## src/rtl/cheshire_fpga_rst_seq.sv

```systemverilog
// FPGA reset/boot sequencer: releases the Cheshire SoC once the PLL is locked, a hold time has
// passed and (with RST_SEQ_DDR_WAIT_EN defined) DRAM calibration is done or timed out.
module cheshire_fpga_rst_seq #(
  parameter int unsigned HoldCycles   = 16,
  parameter int unsigned CalibTimeout = 1_000_000
) (
  input  logic       clk_i,
  input  logic       rst_ni,
  input  logic       test_mode_i,
  input  logic       pll_locked_i,
  input  logic       ext_rst_req_i,
  input  logic       ddr_calib_done_i,
  input  logic [1:0] boot_mode_i,
  output logic       soc_rst_no,
  output logic [1:0] boot_mode_o,
  output logic       calib_timeout_o,
  output logic       seq_busy_o
);

  localparam int unsigned CntMax   = (HoldCycles > CalibTimeout) ? HoldCycles : CalibTimeout;
  localparam int unsigned CntWidth = $clog2(CntMax + 1);
  localparam logic [CntWidth-1:0] HoldLast = CntWidth'(HoldCycles - 1);

  typedef enum logic [2:0] {
    StReset,
    StWaitLock,
    StHold,
    StWaitCalib,
    StRun
  } state_e;

  state_e              state_q, state_d;
  logic [CntWidth-1:0] cnt_q, cnt_d, cnt_inc;
  logic [1:0]          boot_mode_q, boot_mode_d;
  logic                soc_rst_q;
  logic [1:0]          locked_sync_q, req_sync_q;
  logic                locked_s, req_s, abort;

  always_ff @(posedge clk_i or negedge rst_ni) begin
    if (!rst_ni) begin
      locked_sync_q <= 2'b00;
      req_sync_q    <= 2'b00;
    end else begin
      locked_sync_q <= {locked_sync_q[0], pll_locked_i};
      req_sync_q    <= {req_sync_q[0], ext_rst_req_i};
    end
  end

  assign locked_s = locked_sync_q[1];
  assign req_s    = req_sync_q[1];
  assign abort    = !locked_s || req_s;

`ifdef RST_SEQ_DDR_WAIT_EN
  localparam logic [CntWidth-1:0] CalibLast = CntWidth'(CalibTimeout - 1);

  logic [1:0] calib_sync_q;
  logic       calib_s;
  logic       timeout_q, timeout_d;

  always_ff @(posedge clk_i or negedge rst_ni) begin
    if (!rst_ni) begin
      calib_sync_q <= 2'b00;
      timeout_q    <= 1'b0;
    end else begin
      calib_sync_q <= {calib_sync_q[0], ddr_calib_done_i};
      timeout_q    <= timeout_d;
    end
  end

  assign calib_s         = calib_sync_q[1];
  assign calib_timeout_o = timeout_q;
`else
  logic unused_ddr_calib;
  assign unused_ddr_calib = ddr_calib_done_i;
  assign calib_timeout_o  = 1'b0;
`endif

  // Saturating increment: the counter never wraps.
  assign cnt_inc = (cnt_q == {CntWidth{1'b1}}) ? cnt_q : cnt_q + CntWidth'(1);

  always_comb begin
    state_d     = state_q;
    cnt_d       = cnt_q;
    boot_mode_d = boot_mode_q;
`ifdef RST_SEQ_DDR_WAIT_EN
    timeout_d   = timeout_q;
`endif
    case (state_q)
      StReset: begin
        state_d = StWaitLock;
        cnt_d   = '0;
      end
      StWaitLock: begin
        if (!abort) begin
          state_d = StHold;
          cnt_d   = '0;
        end
      end
      StHold: begin
        if (cnt_q == HoldLast) begin
          boot_mode_d = boot_mode_i;
          cnt_d       = '0;
`ifdef RST_SEQ_DDR_WAIT_EN
          state_d     = StWaitCalib;
`else
          state_d     = StRun;
`endif
        end else begin
          cnt_d = cnt_inc;
        end
      end
`ifdef RST_SEQ_DDR_WAIT_EN
      StWaitCalib: begin
        if (calib_s) begin
          state_d = StRun;
          cnt_d   = '0;
        end else if (cnt_q == CalibLast) begin
          state_d   = StRun;
          timeout_d = 1'b1;
          cnt_d     = '0;
        end else begin
          cnt_d = cnt_inc;
        end
      end
`endif
      StRun: ;
      default: begin
        state_d = StWaitLock;
        cnt_d   = '0;
      end
    endcase

    // Lock loss or external request overrides every other transition, including latching.
    if (state_q != StReset && abort) begin
      state_d     = StWaitLock;
      cnt_d       = '0;
      boot_mode_d = boot_mode_q;
`ifdef RST_SEQ_DDR_WAIT_EN
      timeout_d   = timeout_q;
`endif
    end
  end

  always_ff @(posedge clk_i or negedge rst_ni) begin
    if (!rst_ni) begin
      state_q     <= StReset;
      cnt_q       <= '0;
      boot_mode_q <= 2'b00;
      soc_rst_q   <= 1'b0;
    end else begin
      state_q     <= state_d;
      cnt_q       <= cnt_d;
      boot_mode_q <= boot_mode_d;
      soc_rst_q   <= (state_d == StRun);
    end
  end

  assign soc_rst_no  = test_mode_i ? rst_ni : soc_rst_q;
  assign boot_mode_o = boot_mode_q;
  assign seq_busy_o  = (state_q != StRun);

endmodule

```

## config.mk

```make
export PLATFORM = sky130hd
export DESIGN_NAME = cheshire_fpga_rst_seq
export DESIGN_NICKNAME = d
export VERILOG_FILES = /design/src/rtl/cheshire_fpga_rst_seq.sv
export SDC_FILE = /design/constraint.sdc
export NUM_CORES = 1
export LEC_CHECK = 0
export ABC_AREA = 0
export ABC_CLOCK_PERIOD_IN_PS = 6800
export BUFFER_PORTS_ARGS = -buffer_cell sky130_fd_sc_hd__buf_4
export CAP_MARGIN = 20
export CORE_ASPECT_RATIO = 2
export CORE_MARGIN = 5
export CORE_UTILIZATION = 49
export DETAILED_ROUTE_END_ITERATION = 8
export PLACE_DENSITY = 0.64
export SLEW_MARGIN = 0
export SYNTH_ARGS = -nofsm -noshare
export SYNTH_HDL_FRONTEND = slang
export SYNTH_SLANG_ARGS = --single-unit
```

## constraint.sdc

```tcl
create_clock -name clk_i -period 6.8 [get_ports clk_i]
set_input_delay 0.34 -clock clk_i [delete_from_list [all_inputs] [get_ports clk_i]]
set_output_delay 0.34 -clock clk_i [all_outputs]
set_load 0.02 [all_outputs]
```

==> results of run 1 <==
per-layer routing:
layer	part of all wire	routed length, µm	vias to the layer above
li1	-	-	629
met1	0.35	1308	649
met2	0.55	2031	48
met3	0.057	213	16
met4	0.041	151	0
met5	0	0	-
state kept, by name (all words and copies together), names as in the netlist:
register / flops
req_sync_q: 2
soc_rst_q: 1
locked_sync_q: 2
cnt_q: 20
state_q: 3
boot_mode_o: 2
final timing paths:
check                           endpoint  depth (start not counted)          start
min                        req_sync_q[0]                          1  ext_rst_req_i
max reg2reg                     cnt_q[0]                          6       cnt_q[1]
min reg2reg                req_sync_q[1]                          0  req_sync_q[0]
max                             cnt_q[0]                          6       cnt_q[1]
max in group asynchronous       cnt_q[6]                          2         rst_ni
min in group asynchronous  req_sync_q[1]                          2         rst_ni
stage by stage:
stage	area, µm²	utilization	hold slack [ns]
finish	1803	0.5647	0.1621
CTS	1803	0.5647	0.1584
global placement	1702	0.5329	0.2848
global route	1803	0.5647	0.1499
detailed placement	1702	0.5329	0.3008
floorplan	1622	-	0.04441
worst reg2reg max path: stages, from the launching register on:
cell     delay, ns
dfrtp_1       0.40
ha_1          0.24
and3_1        0.34
nand4_1       0.53
o21ai_4       0.46
nor2_1        0.11
mux2_2        0.28
timing repair:
item                                   CTS  global route
endpoints found under the hold margin   30             0
hold buffers                             1             0
setup buffers                            0             0
cell usage in the layout, fill, tap and decap left out, types with 4 or more instances in the layout:
cell type	synthesis	final
nand3_1	4	4
and4_1	5	5
nor4_1	4	4
nand2_1	9	9
o211ai_1	4	4
buf_4	1	10
o21ai_0	8	8
nand4_1	8	8
xor2_1	9	9
mux2_2	4	4
dfrtp_1	30	30
nor2_1	20	20
clkbuf_8	0	6
nor2b_1	5	5
a21oi_1	5	5
where the power goes:
group	total (mW)	internal (mW)	leakage, nW	switching (mW)
Sequential	0.182	0.181	0.405	0.00155
Combinational	0.0121	0.00529	0.261	0.00680
Clock	0.146	0.0814	0.0482	0.0648
logic make-up (layout without fill, tap and decap cells):
group / Yosys count / after routing / share of synthesized area
buffers and inverters: 8 / 21 / 0.02546
DFF: 30 / 30 / 0.4630
AOI/OAI and AO/OA: 34 / 34 / 0.1520
other: 1 / 1 / 0.002313
adders and majority gates: 1 / 1 / 0.007715
xor gates and xnor gates: 12 / 12 / 0.06482
and+or+nand+nor: 74 / 74 / 0.2569
muxes: 4 / 4 / 0.02778
final cells by class:
class,instances,share of cell area
Clock inverter,1,0.002776
Sequential cell,30,0.4164
Tap cell,31,0.02151
Multi-Input combinational cell,126,0.4601
Timing Repair Buffer,11,0.04719
Inverter,2,0.004164
Clock buffer,7,0.04788
==> impl_summary.txt, run 1 <==
----------------------------------------------------
[Synth]
  Share of flip-flops with an asynchronous set or reset after synthesis ... 1.000
  Library cell with the largest summed area after synthesis ... dfrtp_1
  Synth top area share ... 0.4630
  Cell variety after synth ... 43
  Per-instance average area after synthesis ... 9.888 µm²
  Most used standard cells in the synthesized netlist ... dfrtp_1, nor2_1, nand2_1, xor2_1
  Cell area after synthesis ... 1622 µm²
  Total of flip-flops plus latches after synthesis ... 30
  Post-synthesis sequential area ratio ... 0.4630
  Area contributors post-synth ... dfrtp_1, xor2_1, nor2_1
  Cells after synthesis ... 164
  Leading cell type by number of instances after synthesis ... dfrtp_1
  Most used flip-flop cell after synthesis ... dfrtp_1
  Number of synthesized flops with an enable pin ... 0
  Synthesized Nets ... 173
  Synthesis Warnings ... 0

[Global routing]
  Met3 usage ... 0.04754
  Global routing met2 resource utilization ... 0.3112
  All-layer global routing usage ... 0.1773
  Number of antenna violations at the first check in global routing ... 0
  Wire length of the first global-routing pass ... 6458 µm
  Global-route track usage on met1 ... 0.1710
  Vias in the first global route ... 1470
  Remaining global-route overflow ... 0
  Pin count of the biggest net entering global routing ... 32
  Most used routing layer in global routing ... met2

[Worst hold path]
  Classification of the worst-slack hold path ... in -> reg

[Layout]
  Number of antenna cells inserted ... 0
  Non-Filler Instances ... 208
  Layout cell share with drive strength beyond 1 ... 0.1638
  Net count of the finished layout ... 185
  Multi-input gate area ... 829.5 µm²
  Area growth from synthesis to layout ... 11.19%
  Footprint of the flip-flops and latches ... 750.7 µm²
  Count of filler cells inserted in the layout ... 299

[Power]
  Worst VDD drop ... 0.1195 mV
  Post-layout total power ... 0.3404 mW
  PwrDens ... 188.8 nW/µm²
  Leakage component of the power ... 0.7148 nW

[Setup path]
  Buffer and inverter count on the worst path ... 0
  Signal arrival time at the worst endpoint ... 2.64 ns
  Worst-path fanout max ... 12
  Critical path data required time ... 6.98 ns
  Critical path class ... reg -> reg
  Critical Path Slowest Stage Cell ... nand4_1
  Ordered cell list for the critical path ... ha_1, and3_1, nand4_1, o21ai_4, nor2_1, mux2_2
  Endpoint class of the critical path ... flip-flop
  Startpoint types ... flip-flop
  Peak per-stage delay on the critical path ... 0.53 ns
  Worst reg2reg setup slack ... 4.33 ns
  Top Family by Delay on Critical Path ... simple AND/OR/NAND/NOR gates

[STA]
  Post-layout min period ... 2.468 ns
  Normalized max-slew margin ... 0.4532
  Unrepaired setup endpoints after global routing ... no
  Setup skew after layout ... 0.007094 ns
  Worst Setup Slack, final ... 4.332 ns
  Final Hold Viols ... 0
  Actual slew at the worst max-slew pin ... 0.8172 ns
  Part of the cycle the worst path needs ... 0.3629
  Max Transition Viols Final ... 0
  Setup violators final ... 0
  Max Clk Rate ... 0.4052 GHz
  Sum of negative setup slack ... 0 ns

[Clocking]
  Maximum buffer depth of the clock tree ... 2
  Number of buffers added by the clock tree synthesis step ... 5
  TritonCTS clock tree ... yes
  Clock-pin slew on the worst setup and hold paths ... 0.07 ns
  CTS H-tree lvls ... 2
  Clk Tree Root Cell ... clkbuf_8
  Resized cells post-CTS ... 0
  Sink count of the clock tree ... 30
  Clock insertion delay at the later pin of the skew report ... 0.29 ns

[Floorplan]
  Die outline area ... 4629 µm²
  Initial core utilization ... 0.5078
  Floorplan die width ... 50.68 µm
  Site Rows ... 29
  Floorplan Core Area ... 3193 µm²
  Y dimension of the die ... 91.36 µm
  # IOs ... 13

[Detailed routing]
  DRC ... 0
  Antenna Nets Post-Route ... 0
  WL/cell ... 17.81 µm
  Total length of routed wires ... 3705 µm
  First-iteration detailed-routing DRC count ... 44
  Via count ... 1342
  DR vias/cell ... 6.452
  Number of search-and-repair iterations in the first detailed-routing pass ... 4

[Outcome]
  Run status ... finished clean

[Flow run]
  Max capacitance violation total ... 0

[Placement]
  Inst Count DP ... 199
  Placer congestion estimate ... 0.8362
  Final HPWL DP ... 2743 µm
  IO Port Bufs ... 10
  Post-placement setup slack ... 4.369 ns

----------------------------------------------------
(Power assumes the default switching activity.)
==> run 2: changes to the inputs <==
--- a/config.mk
+++ b/config.mk
@@ -6,7 +6,7 @@
 export NUM_CORES = 1
 export LEC_CHECK = 0
 export ABC_AREA = 0
-export ABC_CLOCK_PERIOD_IN_PS = 6800
+export ABC_CLOCK_PERIOD_IN_PS = 2300
 export BUFFER_PORTS_ARGS = -buffer_cell sky130_fd_sc_hd__buf_4
 export CAP_MARGIN = 20
 export CORE_ASPECT_RATIO = 2
==> constraint.sdc (replaced) <==
create_clock -name clk_i -period 2.3 [get_ports clk_i]
set_input_delay 0.115 -clock clk_i [delete_from_list [all_inputs] [get_ports clk_i]]
set_output_delay 0.115 -clock clk_i [all_outputs]
set_load 0.02 [all_outputs]
==> run 2 against run 1 <==
Compared with the run above: sequential share of layout area decreased by 2.0 points; global-route usage increased by 0.46 points; core utilization increased by 2.8 points; wire length increased by 2.0%; final area increased by 5.0%; critical path type unchanged; power increased to 3.2 times the previous value; via count increased by 4.8%; count of clock-buffer cells in the layout decreased by 2; largest power group unchanged; register-to-register slack got worse by 4.2 ns; sequential cell count unchanged; die area unchanged.
==> impl_summary.txt, run 2 (synthesis gave the netlist of run 1 again) <==
----------------------------------------------------
[Flow run]
  Max capacitance violation total ... 0

[Placement]
  IO Port Bufs ... 10
  Cell area after placement ... 1754 µm²
  Placer congestion estimate ... 0.8779
  Final HPWL DP ... 2801 µm

[Setup path]
  Peak per-stage delay on the critical path ... 0.60 ns
  Startpoint types ... flip-flop
  Endpoint class of the critical path ... flip-flop
  Worst reg-to-reg path cell count ... 6
  End of the worst register-to-register path ... cnt_q[18]
  Worst reg2reg setup slack ... 0.15 ns
  Ordered cell list for the critical path ... ha_1, nand3_1, or4_1, a2111oi_2, xnor2_1, nor2_1
  Worst-path fanout max ... 4
  Start of the worst register-to-register path ... cnt_q[0]
  Critical path data required time ... 2.47 ns
  Critical path class ... reg -> reg
  Critical Path Slowest Stage Cell ... or4_1
  Signal arrival time at the worst endpoint ... 2.32 ns

[STA]
  Setup violators final ... 0
  Final Hold Viols ... 0
  WHS ... 0.07103 ns
  Unrepaired setup endpoints after global routing ... no
  Setup skew after layout ... 0.003770 ns
  Max Transition Viols Final ... 0
  Sum of negative setup slack ... 0 ns
  Normalized max-slew margin ... 0.6481
  Max Clk Rate ... 0.4648 GHz
  Actual slew at the worst max-slew pin ... 0.5206 ns
  Part of the cycle the worst path needs ... 0.9354
  Post-layout min period ... 2.151 ns

[Floorplan]
  Y dimension of the die ... 91.36 µm
  # IOs ... 13
  Initial core utilization ... 0.5078
  Floorplan die width ... 50.68 µm
  Die outline area ... 4629 µm²
  Floorplan Core Area ... 3193 µm²
  Site Rows ... 29

[Layout]
  Commonest non-fill, non-tap cells in the layout ... dfrtp_1, nor2_1, buf_4, nand2_1, xor2_1
  Multi-input gate area ... 829.5 µm²
  Regs by FF count ... cnt_q (20), state_q (3)
  Count of filler cells inserted in the layout ... 280
  Layout cell share with drive strength beyond 1 ... 0.1989
  Cell area after layout ... 1893 µm²
  Net count of the finished layout ... 194
  Footprint of the flip-flops and latches ... 750.7 µm²
  Number of flip-flops in the largest register ... 20
  Leading cell type in the layout, fill and taps excluded ... dfrtp_1
  Area growth from synthesis to layout ... 16.74%
  Largest Register ... cnt_q
  Number of antenna cells inserted ... 0

[Clocking]
  TritonCTS clock tree ... yes
  Clock insertion delay at the later pin of the skew report ... 0.28 ns
  Hold Buf Count CTS ... 3
  CTS H-tree lvls ... 2
  Setup bufs post-CTS ... 0
  Clock-pin slew on the worst setup and hold paths ... 0.06 ns
  Sink count of the clock tree ... 30
  Number of buffers added by the clock tree synthesis step ... 5
  Clk Tree Root Cell ... clkbuf_8
  Resized cells post-CTS ... 0
  Maximum buffer depth of the clock tree ... 2

[Detailed routing]
  DRC ... 0
  First-iteration detailed-routing DRC count ... 65
  Antenna Nets Post-Route ... 0
  Via count ... 1406
  Total length of routed wires ... 3779 µm
  DR vias/cell ... 6.479
  Number of search-and-repair iterations in the first detailed-routing pass ... 4
  WL/cell ... 17.41 µm

[Worst hold path]
  Worst Min Path Start ... boot_mode_i[1]
  Depth of the worst hold-timing path ... 2
  Capture endpoint of the worst hold path ... boot_mode_o[1]
  Classification of the worst-slack hold path ... in -> reg

[Power]
  Leakage component of the power ... 0.7659 nW
  Clock share of power ... 0.473
  Fraction of power consumed by sequential logic ... 0.492
  Fraction of power consumed by combinational cells ... 0.035
  Post-layout total power ... 1.094 mW
  PwrDens ... 578.1 nW/µm²
  Switching power total ... 0.2244 mW
  Net switching fraction of the power ... 0.2051
  Internal Pwr Total ... 0.8700 mW
  Worst VDD drop ... 0.5756 mV

[Outcome]
  Run status ... finished clean

[Global routing]
  Number of antenna violations at the first check in global routing ... 0
  Pin count of the biggest net entering global routing ... 32
  Wire length of the first global-routing pass ... 6706 µm
  All-layer global routing usage ... 0.1819
  Vias in the first global route ... 1497
  Remaining global-route overflow ... 0

----------------------------------------------------
## run 2: cell count changes in the layout (fill, tap and decap cells not counted), sizes merged
cell	before	now
buf	10	17
bufinv	0	1
clkbuf	7	5
clkinv	1	2
dlygate4sd3	1	3
## run 2: routing by layer
layer | vias up | wire length (µm) | global-route usage | share of wire
met5 | - | 0 | 0 | 0
met4 | 0 | 141 | 0.08316 | 0.037
met3 | 19 | 192 | 0.04098 | 0.051
met2 | 58 | 2073 | 0.3216 | 0.55
met1 | 678 | 1371 | 0.1954 | 0.36
li1 | 651 | - | - | -
## run 2: power groups by stage
| stage | clock (mW) | sequential [mW] | combinational (mW) |
|---|---|---|---|
| after CTS | 0.535 | 0.538 | 0.0401 |
| after global placement | 0 | 0.548 | 0.0343 |
| after floorplan | 0 | 0.547 | 0.0150 |
| final | 0.517 | 0.538 | 0.0387 |
| after global routing | 0.563 | 0.538 | 0.0446 |
| after detailed placement | 0 | 0.548 | 0.0355 |
## run 2: worst max-delay path by stage
stage,cells past startpoint,start,to
after global placement,6,cnt_q[0],cnt_q[18]
after detailed placement,6,cnt_q[0],cnt_q[18]
final,6,cnt_q[0],cnt_q[18]
after CTS,6,cnt_q[0],cnt_q[18]
after global routing,6,cnt_q[0],boot_mode_o[0]
after floorplan,6,state_q[2],cnt_q[0]
## run 2: metrics by stage
| stage | util | worst slack (ns) | std cells |
|---|---|---|---|
| after floorplan | - | 0.1808 | 164 |
| after global placement | 0.5494 | 0.1778 | 206 |
| after detailed placement | 0.5494 | 0.1510 | 206 |
| after CTS | 0.5929 | 0.1390 | 217 |
| after global routing | 0.5929 | 0.02021 | 217 |
| final | 0.5929 | 0.1486 | 217 |
## run 2: layout make-up
| class | count | share of cell area |
|---|---|---|
| inverter | 2 | 0.003966 |
| sequential | 30 | 0.3966 |
| clock buffer | 5 | 0.03635 |
| multi-input combinational | 126 | 0.4382 |
| clock inverter | 3 | 0.02115 |
| tap | 31 | 0.02049 |
| timing repair buffer | 20 | 0.08328 |
## run 2: worst max-delay path: cells and delay by family, from the launching register on
kind | cells | cell delay, ns
XOR/XNOR | 1 | 0.17
adder cells (fa/ha/maj) | 1 | 0.22
AND/OR/NAND/NOR | 3 | 0.80
AO/OA/AOI/OAI | 1 | 0.46
flip-flops | 1 | 0.39
